**src/rtl/tile_cfg_pkg.sv**
```systemverilog
// tile_cfg_pkg: shared FSM states, CRC polynomial and clog2 helper for the tile config loader
package tile_cfg_pkg;
  typedef enum logic {IDLE, BURST} state_t;
  localparam logic [7:0] CRC8_POLY = 8'h07;
  function automatic int clog2(input int v);
    int r;
    r = 0;
    for (int i = 0; i < 31; i++) if ((1 << i) < v) r = i + 1;
    return r;
  endfunction
endpackage

```
**src/rtl/tile_cfg_crc8.sv**
```systemverilog
// tile_cfg_crc8: combinational CRC-8 (MSB-first) step over DATA_W bits folded LSB byte first
module tile_cfg_crc8 import tile_cfg_pkg::*; #(
  parameter int DATA_W = 8
) (
  input  logic [7:0]        crc_i,
  input  logic [DATA_W-1:0] data_i,
  output logic [7:0]        crc_o
);
  localparam int NBYTES = (DATA_W + 7) / 8;
  logic [NBYTES*8-1:0] pad;
  // fold each byte into the running CRC, shifting out one bit at a time
  always_comb begin
    pad = (NBYTES*8)'(data_i);
    crc_o = crc_i;
    for (int b = 0; b < NBYTES; b++) begin
      crc_o = crc_o ^ pad[b*8 +: 8];
      for (int k = 0; k < 8; k++)
        crc_o = crc_o[7] ? {crc_o[6:0], 1'b0} ^ CRC8_POLY : {crc_o[6:0], 1'b0};
    end
  end
endmodule

```
**src/rtl/tile_config_loader.sv**
```systemverilog
// tile_config_loader: decodes tile config writes into per-element strobes with bursts and error flags; TILE_CFG_CRC_EN adds a CRC-8 of committed data
module tile_config_loader import tile_cfg_pkg::*; #(
  parameter int ADDR_W  = 10,
  parameter int DATA_W  = 8,
  parameter int NB_ELEM = 2,
  parameter int LEN_W   = 8,
  parameter int WCNT_W  = 16,
  localparam int IDX_W       = clog2(NB_ELEM),
  localparam int ELEM_ADDR_W = ADDR_W - IDX_W
) (
  input  logic                   clock,
  input  logic                   reset,
  input  logic                   select_tile,
  output logic                   cfg_ready,
  input  logic [ADDR_W-1:0]      address_tile,
  input  logic [DATA_W-1:0]      data_tile,
  input  logic                   burst_tile,
  input  logic [LEN_W-1:0]       burst_len,
  input  logic                   err_clr,
  output logic [NB_ELEM-1:0]     elem_select,
  output logic [ELEM_ADDR_W-1:0] elem_address,
  output logic [DATA_W-1:0]      elem_data,
  output logic                   busy,
  output logic                   err_addr,
  output logic                   err_wrap,
  output logic [WCNT_W-1:0]      write_count,
  output logic [7:0]             crc
);
  localparam logic [IDX_W:0]     NB  = (IDX_W+1)'(NB_ELEM);
  localparam logic [NB_ELEM-1:0] ONE = NB_ELEM'(1);
  state_t                 state_q, state_d;
  logic [LEN_W-1:0]       rem_q, rem_d;
  logic [IDX_W-1:0]       idx_q, idx_d, idx_n;
  logic [ELEM_ADDR_W-1:0] loc_q, loc_d, loc_n;
  logic [NB_ELEM-1:0]     sel_q, sel_d;
  logic [ELEM_ADDR_W-1:0] eaddr_q, eaddr_d;
  logic [DATA_W-1:0]      edata_q, edata_d;
  logic                   ea_q, ea_d, ew_q, ew_d;
  logic [WCNT_W-1:0]      wcnt_q, wcnt_d;
  logic                   acc, first, ok, wrap, commit;
  // no backpressure source yet; ready in both IDLE and BURST
  assign cfg_ready = 1'b1;
  // beat decode: first beat samples the address, burst beats auto-increment within the element
  always_comb begin
    acc     = select_tile & cfg_ready;
    first   = state_q == IDLE;
    idx_n   = first ? address_tile[ADDR_W-1 -: IDX_W] : idx_q;
    loc_n   = first ? address_tile[ELEM_ADDR_W-1:0] : loc_q + 1'b1;
    ok      = {1'b0, idx_n} < NB;
    wrap    = !first && (&loc_q);
    commit  = acc && ok;
    state_d = !acc ? state_q : first ? ((burst_tile && burst_len > LEN_W'(1)) ? BURST : IDLE)
                                     : (rem_q == LEN_W'(1) ? IDLE : BURST);
    rem_d   = !acc ? rem_q : first ? burst_len - 1'b1 : rem_q - 1'b1;
    idx_d   = acc ? idx_n : idx_q;
    loc_d   = acc ? loc_n : loc_q;
    sel_d   = commit ? ONE << idx_n : '0;
    eaddr_d = commit ? loc_n : eaddr_q;
    edata_d = commit ? data_tile : edata_q;
    ea_d    = (acc && !ok) || (ea_q && !err_clr);
    ew_d    = (acc && wrap) || (ew_q && !err_clr);
    wcnt_d  = (commit && !(&wcnt_q)) ? wcnt_q + 1'b1 : wcnt_q;
  end
  // FSM and registered outputs
  always_ff @(posedge clock) begin
    if (reset) begin
      state_q <= IDLE;
      rem_q   <= '0;
      idx_q   <= '0;
      loc_q   <= '0;
      sel_q   <= '0;
      eaddr_q <= '0;
      edata_q <= '0;
      ea_q    <= 1'b0;
      ew_q    <= 1'b0;
      wcnt_q  <= '0;
    end else begin
      state_q <= state_d;
      rem_q   <= rem_d;
      idx_q   <= idx_d;
      loc_q   <= loc_d;
      sel_q   <= sel_d;
      eaddr_q <= eaddr_d;
      edata_q <= edata_d;
      ea_q    <= ea_d;
      ew_q    <= ew_d;
      wcnt_q  <= wcnt_d;
    end
  end
  assign elem_select  = sel_q;
  assign elem_address = eaddr_q;
  assign elem_data    = edata_q;
  assign busy         = state_q == BURST;
  assign err_addr     = ea_q;
  assign err_wrap     = ew_q;
  assign write_count  = wcnt_q;
`ifdef TILE_CFG_CRC_EN
  logic [7:0] crc_q, crc_d, crc_n;
  tile_cfg_crc8 #(.DATA_W(DATA_W)) u_crc (.crc_i(crc_q), .data_i(edata_q), .crc_o(crc_n));
  // fold the data of each strobe into the CRC the cycle after it is presented
  always_comb crc_d = |sel_q ? crc_n : crc_q;
  // CRC register
  always_ff @(posedge clock) crc_q <= reset ? 8'h00 : crc_d;
  assign crc = crc_q;
`else
  assign crc = 8'h00;
`endif
endmodule

```
**config.mk**
```make
export PLATFORM = sky130hd
export DESIGN_NAME = tile_config_loader
export DESIGN_NICKNAME = d
export VERILOG_FILES = /design/src/rtl/tile_cfg_pkg.sv /design/src/rtl/tile_cfg_crc8.sv /design/src/rtl/tile_config_loader.sv
export SDC_FILE = /design/constraint.sdc
export NUM_CORES = 1
export LEC_CHECK = 0
export ABC_AREA = 1
export CORE_AREA = 4 4 100 102
export CTS_CLUSTER_SIZE = 8
export DETAILED_ROUTE_END_ITERATION = 8
export DIE_AREA = 0 0 104 106
export SYNTH_ARGS = -nofsm -noshare
export SYNTH_HDL_FRONTEND = slang
export SYNTH_SLANG_ARGS = --single-unit
```
**constraint.sdc**
```tcl
create_clock -name clock -period 1.4 [get_ports clock]
set_input_delay 0.21 -clock clock [delete_from_list [all_inputs] [get_ports clock]]
set_output_delay 0.21 -clock clock [all_outputs]
set_load 0.02 [all_outputs]
```
==> reports/summary.md <==
The startpoint identified for the worst register-to-register timing path is loc_q[1]. Number of iterations in the first detailed-routing pass: 4. Across the VDD grid, the largest voltage drop is 458 uV.

For the number of diodes added for antenna fixing, the log shows 0. The endpoint identified for the worst register-to-register timing path is loc_q[8]. TritonCTS built the clock tree. The length in cells of the worst reg-to-reg path was 10; the half-perimeter wire length of the detailed placement result was 5870 um. The core region is 9110 um^2. The clock net in this run drives a total of 47 sinks. In the routed design, unresolved DRC markers number 0.

Prior to clock tree synthesis, the placed netlist has a worst setup slack of -0.223 ns. The detailed-route vias per instance is 4.62, and the overall routed net length is 7660 um. The clock tree skew after final layout came out at 0.00318 ns. After Yosys synthesis, full adders, half adders and majority gates account for 3.26% of the synthesized area. Counting every instance in the synthesized netlist gives 405. Ranked by total cell area, the synthesized netlist is headed by dfxtp_1 (35%), nand2_1 (16%), nor2_1 (8.7%). STA classifies the critical path endpoint as a flip-flop. In the final routed layout, each cell accounts on average for 12.2 um.

In the finished design, the share of the clock period the worst path needs comes to 104%. Setup repair after global routing could not meet its margin everywhere. Hold repair after CTS inserted 0 buffers. The maximum operating frequency is 0.686 GHz, and the slack of the worst reg-to-reg path is -0.06 ns.

The clock reaches the later pin of the worst-skew pair after 0.30 ns. The floorplan has 35 rows. The type of the worst min-delay path is flip-flop to flip-flop. The final reports fail on setup timing. The reported max-cap violation count is 0, and the total number of nets in the final design is 555.

From synthesis to final layout, the design area changed by 46.7%. The detailed router finished its first iteration with 119 violations. Summing the areas of all and, or, nand and nor instances in the mapped netlist gives 33.3% of the synthesized area. The cell area that synthesis handed to floorplanning was 2690 um^2. Data arrives at the worst endpoint at 1.66 ns.

Summing all multi-input logic gate instances after layout gives 1570 um^2. For this design the top-level I/O count stands at 78. The logs give 0 for the number of antenna violations at the first check in global routing and 0.00208 W for the internal power contribution. The first global-routing pass estimated 12,500 um of wire. After synthesis, the share of cell area in mux cells is 0%.

The tree is rooted in a clkbuf_8. For the number of clock buffers inserted by TritonCTS, the log shows 5. Placed cell area: 3850 um^2. Averaged over all synthesized cells, the footprint is 6.64 um^2.

The post-CTS clock slew at the launch and capture registers of the worst setup and hold paths was 0.09 ns; the post-synthesis register bit count was 47. The tools report the total of endpoints with negative setup slack in the final report as 13. The logs give 43.3% for the utilization after layout and 11,000 um^2 for the die area. The time the final worst path needs with I/O delays and setup was 1.46 ns; the post-synthesis xor/xnor area fraction was 3.58%.

The final route contains 2,903 vias. Of all nets on the critical path, the largest fanout is 2. The run gives 1.80 nW as the static power due to leakage. Cells with a size suffix above 1 make up 19.5% of the layout. Of the total power, registers draw 49.1%.

After routing the design area is 3950 um^2. Power dissipated by switching net loads: 0.000885 W. The most critical setup path has its endpoint at loc_q[8]. The tools report the number of global-route vias before repair as 2,820. dfxtp_1 takes more of the synthesized area than any other cell. For the remaining antenna violation count, the log shows 0.

In this run the horizontal extent of the chip is 104 um. The register area was 972 um^2. The worst endpoint required time is 1.61 ns. The tools report the start point of the critical path as loc_q[1]. Once the floorplan was initialized, standard cells occupied 29.5% of the core. Net switching is 29.9% of the power.

The portion of total power attributed to combinational logic is 23.8%, and the number of distinct standard cells referenced by the synthesized netlist is 34. Summed over all layers, the global routing overflow is 0. The compound-gate portion of the synthesized area was 14.0%; the total number of H-tree levels was 2. The floorplan step set the die height to 106 um. The tools report the proportion of synthesized chip area in sequential cells as 35.0%. After synthesis, the largest family of logic cells by area is simple AND/OR/NAND/NOR gates. The maximum buffer depth of the clock tree was 2. The global router's overall resource usage came out at 13.4%.

The flow ran to the end, but the final reports show violations. The count of input and output buffers was 68. Entering global routing, the biggest net connects 25 pins. Of the total power, the clock network draws 27.1%. The critical setup path kind was flip-flop to flip-flop. The total number of yosys warnings was 0; the final-report max-slew violation count was 0. Weighted congestion at the end of routability-driven global placement: 0.803. For this design the ratio of total power to cell area is 751 nW/um^2. The tools report the number of hold-slack violations in the final timing report as 0. The worst setup path is launched from a flip-flop.

Of the post-synthesis cell area, the dominant cell type holds 35.0%. The number of filler instances in the final layout is 971. The final worst slack came out at -0.0577 ns.
[worst min-delay path by stage]
| stage | from | to | slack, ns | cells after the start |
|---|---|---|---|---|
| 2_1_floorplan | err_clr | err_addr | 0.28 | 1 |
| 6_report | err_addr | err_addr | 0.45 | 2 |
| 3_3_place_gp | err_addr | err_addr | 0.43 | 2 |
| 5_1_grt | address_tile[0] | loc_q[0] | 0.45 | 3 |
| 4_1_cts | address_tile[0] | loc_q[0] | 0.44 | 3 |
| 3_5_place_dp | err_addr | err_addr | 0.45 | 2 |
[metal layers]
| layer | up-vias | track usage [%] | share of wire (%) |
|---|---|---|---|
| met4 | 0 | 2.85 | 0.94 |
| li1 | 1503 | - | - |
| met5 | - | 0 | 0 |
| met2 | 78 | 24.1 | 49 |
| met3 | 8 | 4.31 | 6.1 |
| met1 | 1314 | 15.5 | 44 |
[registers in the layout (all words and copies together) (netlist names)]
name / count
elem_data: 8
err_addr: 1
busy: 1
write_count: 16
rem_q: 8
err_wrap: 1
idx_q: 1
elem_select: 2
loc_q: 9
[logic make-up after synthesis]
group | after synthesis
AO/OA/AOI/OAI | 64
XOR/XNOR | 11
adder cells (fa/ha/maj) | 7
buffers and inverters | 61
flip-flops | 47
other | 2
AND/OR/NAND/NOR | 213
[timing repair]
action	4_1_cts	5_1_grt
cloned	0	3
setup endpoints to repair	39	19
gates resized for setup	39	10
buffers inserted	0	1
pin swaps	7	4
[power groups by stage]
stage	clock network, W	logic, W	registers (W)
2_1_floorplan	0	0.000330	0.00154
3_3_place_gp	0	0.000714	0.00148
3_5_place_dp	0	0.000724	0.00149
4_1_cts	0.000845	0.000697	0.00146
5_1_grt	0.000895	0.000779	0.00146
6_report	0.000804	0.000705	0.00145
[critical path, stage by stage (launching register included)]
cell	delay [ns]
dfxtp_4	0.37
ha_4	0.13
nand2_2	0.04
nor2_2	0.09
nand4_1	0.14
nor2_2	0.15
ha_1	0.24
nand2_1	0.06
nand3_1	0.06
nand2_1	0.05
inv_1	0.03
[area by class of cell]
type	instances	area share, %
multi-input cells	306	39.7
inverters	40	4.06
repair buffers	116	25.9
repair inverters	1	0.159
clock buffers	7	1.93
well taps	111	3.52
flip-flops and latches	47	24.6
clock inverters	1	0.127
[Yosys cell counts]
cell       count
nand2_1      113
nor2_1        62
dfxtp_1       47
inv_1         36
o21ai_0       26
nand3_1       19
a21oi_1       16
buf_4          9
a21oi_2        8
nand4_1        8
ha_1           7
a31oi_1        6
clkbuf_1       6
xor2_1         6
buf_2          5
xnor2_1        5
clkinv_1       2
conb_1         2
nand2_2        2
nand3b_1       2
nor2_4         2
nor3_1         2
o21ai_1        2
o221ai_1       2
a211oi_1       1
a31o_2         1
and2_1         1
buf_8          1
inv_2          1
inv_6          1
nor2_8         1
o2111ai_1      1
o21bai_1       1
or2_2          1
[per-stage QoR]
step | total power, W | std cells | hold slack (ns) | setup TNS (ns)
finish | 0.00296 | 629 | 0.450 | -0.275
global route | 0.00314 | 629 | 0.454 | -1.76
CTS | 0.00300 | 625 | 0.443 | -0.104
detailed placement | 0.00221 | 617 | 0.449 | -6.39
global placement | 0.00220 | 617 | 0.429 | -5.36
floorplan | 0.00187 | 412 | 0.282 | -0.0669
[cells in the final DEF, fill, tap and decap left out, types with 7 or more instances in the layout]
master           instances
nand4_1                  8
buf_4                   46
conb_1                   9
a21oi_2                  8
clkdlybuf4s50_1         29
nand2_1                111
o21ai_0                 26
a21oi_1                 16
nor2_2                   7
inv_1                   36
nand3_1                 19
dfxtp_2                 10
nor2_1                  55
dlygate4sd2_1           38
dfxtp_1                 32
Note: power is estimated with default switching activity, not from simulation.
